[src/rtl/pc_unit.sv]
// pc_unit: fetch-stage PC register with stall, branch/jump redirect and sticky halt; optional PC_STEP_MODE_EN gates advances on i_step
module pc_unit #(
  parameter int                   BUS_WIDTH = 32,
  parameter int                   INC_STEP  = 1,
  parameter logic [BUS_WIDTH-1:0] RESET_PC  = '0
) (
  input  logic                 clk,
  input  logic                 reset,
  input  logic                 i_enable,
  input  logic                 i_stall,
  input  logic                 i_branch_taken,
  input  logic [BUS_WIDTH-1:0] i_branch_target,
  input  logic                 i_jump,
  input  logic [BUS_WIDTH-1:0] i_jump_target,
  input  logic                 i_halt,
`ifdef PC_STEP_MODE_EN
  input  logic                 i_step,
`endif
  output logic [BUS_WIDTH-1:0] o_pc,
  output logic [BUS_WIDTH-1:0] o_pc_plus,
  output logic                 o_valid,
  output logic                 o_halted
);
  typedef enum logic [1:0] {RUN = 2'd0, STALL = 2'd1, HALT = 2'd2} state_t;
  state_t               r_state, w_state_nxt;
  logic [BUS_WIDTH-1:0] r_pc, w_pc_nxt;
  logic                 r_valid, w_valid_nxt;
  logic                 w_step, w_redir;
`ifdef PC_STEP_MODE_EN
  assign w_step = i_step;
`else
  assign w_step = 1'b1;
`endif
  assign w_redir   = (i_branch_taken | i_jump) & w_step;
  assign o_pc      = r_pc;
  assign o_pc_plus = r_pc + BUS_WIDTH'(INC_STEP);
  assign o_valid   = r_valid;
  assign o_halted  = (r_state == HALT);
  // next state and next PC; a redirect squashes a same-cycle halt, and the halt cycle itself holds the PC
  always_comb begin
    w_state_nxt = r_state;
    w_pc_nxt    = r_pc;
    w_valid_nxt = 1'b0;
    if (r_state != HALT) begin
      if (w_redir) begin
        w_pc_nxt    = i_branch_taken ? i_branch_target : i_jump_target;
        w_valid_nxt = 1'b1;
        w_state_nxt = RUN;
      end else if (i_halt) begin
        w_state_nxt = HALT;
      end else begin
        w_state_nxt = i_stall ? STALL : RUN;
        w_valid_nxt = !i_stall && i_enable && w_step;
        w_pc_nxt    = w_valid_nxt ? o_pc_plus : r_pc;
      end
    end
  end
  // state, PC and valid registers with synchronous reset
  always_ff @(posedge clk) begin
    if (reset) begin
      r_state <= RUN;
      r_pc    <= RESET_PC;
      r_valid <= 1'b0;
    end else begin
      r_state <= w_state_nxt;
      r_pc    <= w_pc_nxt;
      r_valid <= w_valid_nxt;
    end
  end
endmodule

[config.mk]
export PLATFORM = sky130hd
export DESIGN_NAME = pc_unit
export DESIGN_NICKNAME = d
export VERILOG_FILES = /design/src/rtl/pc_unit.sv
export SDC_FILE = /design/constraint.sdc
export NUM_CORES = 1
export LEC_CHECK = 0
export BUFFER_PORTS_ARGS = -buffer_cell sky130_fd_sc_hd__buf_2
export CORE_MARGIN = 2
export CORE_UTILIZATION = 40
export DETAILED_ROUTE_END_ITERATION = 12
export GPL_ROUTABILITY_DRIVEN = 0
export HOLD_SLACK_MARGIN = 0.15
export PLACE_DENSITY = 0.81
export SYNTH_ARGS = -nofsm -noshare
export SYNTH_HDL_FRONTEND = slang
export SYNTH_SLANG_ARGS = --single-unit
[constraint.sdc]
create_clock -name clk -period 2.8 [get_ports clk]
set_clock_uncertainty 0.05 [all_clocks]
set_input_delay 0.14 -clock clk [delete_from_list [all_inputs] [get_ports clk]]
set_output_delay 0.14 -clock clk [all_outputs]
set_load 0.02 [all_outputs]
==> summary.txt <==
Yosys
  • Share of synthesized registers carrying an async set or reset: 0
  • Synth Flop Type: sky130_fd_sc_hd__dfxtp_1
  • Number of distinct library cell variants in the gate-level netlist after synthesis: between 50 and 60
  • Top cells by count, synth: 37 x sky130_fd_sc_hd__nor2_1, 35 x sky130_fd_sc_hd__dfxtp_1, 26 x sky130_fd_sc_hd__a21oi_1, 26 x sky130_fd_sc_hd__nand2_1, 23 x sky130_fd_sc_hd__clkbuf_1
  • Number of instances in the synthesized netlist: roughly 370
  • Number of enable flip-flop cells after synthesis: 0
  • Synth Register Bits: 35
  • Net count after synthesis: 438
  • Proportion of netlist area held by the largest area contributor: 0.254
  • Library cell with the highest instance count after synthesis: sky130_fd_sc_hd__nor2_1
  • Post-synth design cell area: ~2800 um^2
  • Dominant cells by area after synthesis: sky130_fd_sc_hd__dfxtp_1 25%, sky130_fd_sc_hd__xnor2_1 6.0%, sky130_fd_sc_hd__nor2_1 5.0%
  • Sequential share of the synthesized area: 0.254
  • Mean cell area of the mapped netlist: approximately 7.5 um^2
  • Syn. warnings: 0
  • Largest area contributor in the netlist: sky130_fd_sc_hd__dfxtp_1

Layout
  • Util after Layout: 0.546
  • Antenna Diode Count: 0
  • Area growth from synthesis to layout: 33.2%
  • Share of post-route cells with drive strength above 1: 0.311
  • FF+latch area: 701 um^2
  • Area of the multi-input gates: about 1900 um^2
  • Number of nets in the layout: around 570
  • Filler cells: around 680

Timing
  • Total of endpoints with negative setup slack in the final report: 0
  • Slew Limit Fails: 0
  • Unrepaired setup endpoints after global routing: no
  • Final WS setup: between 150 and 200 ps
  • Number of endpoints with negative hold slack in the final report: 0
  • Minimum period implied by the final worst setup slack: ~2600 ps
  • Setup TNS: 0 ps
  • Final clock period utilization by the worst path: 0.945
  • Worst Max-Slew Pin Slew: roughly 760 ps
  • Achievable frequency: 378 MHz
  • Worst slew slack as a fraction of its limit: 0.491

Clocking
  • Gates resized, CTS repair: 0
  • Buffer count from post-CTS setup fixing: 0
  • Clock edge transition at the registers on the reported setup and hold paths: ~70 ps
  • Worst skew pair latency: 280 ps
  • Clock buffer depth: 2
  • Total number of clock tree sinks: 35
  • Clk root buf: sky130_fd_sc_hd__clkbuf_8
  • Clock tree from TritonCTS: yes
  • Depth of the CTS H-tree: 2
  • Hold Buf Count CTS: 11
  • Total CTS buffers: 5

Status
  • Result of the run: complete, no violations

Floorplanning
  • Rows: 30
  • Die area: around 7600 um^2
  • Die Height: ~87 um
  • Die W: between 80 and 90 um
  • Initial Util: 0.410
  • Count of pins on the block boundary: around 140
  • Core box area: 6720 um^2

Pwr
  • Lkg Pwr: between 0.0015 and 0.002 uW
  • Cell area power density: 406 nW/um^2
  • Total chip power: ~1500 uW
  • Peak supply drop: between 0.15 and 0.2 mV

Placement
  • Number of input and output port buffers inserted: between 100 and 150
  • Placed wire-length estimate after detailed placement: approximately 7.3 mm
  • Worst slack at placement: roughly 430 ps

Critical path
  • Peak fanout along the critical path: 8
  • Worst EP required: ~2600 ps
  • Sort of element at the start of the critical path: register
  • Critical path capture point type: output port
  • Arrival time of the worst setup path: about 2500 ps
  • Type of the worst setup path: reg2out

Routing
  • Vias per cell: slightly below 6
  • Total DRC errors in the routed layout: 0
  • Final WL: 9.71 mm
  • Post-DRT Antenna Nets: 0
  • Number of DRC markers after the initial detailed-route iteration: 320
  • Number of vias after detailed routing: around 3,400
  • Post-DR wirelength/cell: around 17 um
  • 1st-pass router iterations: 5

Worst hold path
  • Worst min-delay path class: in2reg

GRT
  • Global-route wire length before repair: 15.1 mm
  • Number of antenna violations at the first check in global routing: 0
  • Vias in the first global route: 3,113
  • Gr ovfl total: 0
  • Pin count of the biggest net entering global routing: 27
  • GRT Total Usage: 0.250

Job
  • Maximum capacitance violations: 0
[per-layer routing]
layer | routed length, um | share of wire | GRT usage | vias up
met2 | 4740 | 0.49 | 0.446 | 178
met5 | 0 | 0 | 0 | -
li1 | - | - | - | 1644
met3 | 741 | 0.076 | 0.0398 | 17
met1 | 4060 | 0.42 | 0.306 | 1585
met4 | 169 | 0.017 | 0.0739 | 0
[cells in the final DEF (no fill, tap or decap), drive strengths merged, types with 5 or more instances in the layout]
cell / count
nand2b: 5
and4: 8
o22ai: 5
buf: 147
nand4: 8
xnor2: 19
a21oi: 26
or3: 6
a221oi: 6
nand2: 26
nor3: 8
dfxtp: 35
o32ai: 6
o31a: 5
dlygate4sd3: 11
mux2i: 6
xor2: 10
clkbuf: 6
inv: 10
a22oi: 13
nor2: 38
nand3: 17
o21ai: 21
o211ai: 5
[power by group]
part / internal (uW) / total [uW] / switching (uW)
sequential: 542 / 621 / 78.6
clock: 166 / 345 / 179
combinational: 216 / 526 / 310
total: 924 / 1490 / 567
[path summary, 6_finish.rpt]
path | startpoint | to | slack [ps] | cells after the start
setup reg to reg | o_pc[2] | o_pc[13] | 320 | 6
setup / recovery | o_pc[0] | o_pc_plus[30] | 150 | 6
hold / removal | i_branch_target[5] | o_pc[5] | 150 | 3
hold reg to reg | o_pc[1] | o_pc[1] | 470 | 2
[cell type report]
type                            count  area share
Multi-Input combinational cell    292       0.514
Timing Repair Buffer              158       0.238
Sequential cell                    35       0.191
Tap cell                           80      0.0273
Clock buffer                        6      0.0198
Inverter                           10      0.0102
[per-stage QoR]
stage	cell area [um^2]	cells	hold slack, ps
6_report	3670	581	151
5_1_grt	3670	581	165
4_1_cts	3670	581	155
3_5_place_dp	3490	564	293
3_3_place_gp	3490	564	289
2_1_floorplan	2760	366	167
[worst max-delay path: stages (launching register included)]
cell,delay (ps)
sky130_fd_sc_hd__dfxtp_1,430
sky130_fd_sc_hd__ha_1,230
sky130_fd_sc_hd__and4_1,390
sky130_fd_sc_hd__nand4_4,190
sky130_fd_sc_hd__nor4_1,570
sky130_fd_sc_hd__xor2_1,180
sky130_fd_sc_hd__buf_2,170
[cell families (layout without fill, tap and decap cells)]
group | count (synthesis) | in the layout | share of synthesized area
AND/OR/NAND/NOR | 137 | 137 | 0.267
AO/OA/AOI/OAI | 118 | 118 | 0.295
buffers and inverters | 39 | 174 | 0.0613
flip-flops | 35 | 35 | 0.254
XOR/XNOR | 29 | 29 | 0.0921
multiplexers | 7 | 7 | 0.0259
adder cells (fa/ha/maj) | 1 | 1 | 0.00454
[sequential cells by signal (all words and copies together) (netlist names)]
signal / count
o_pc: 32
o_valid: 1
r_state: 2
(Power assumes the default switching activity.)
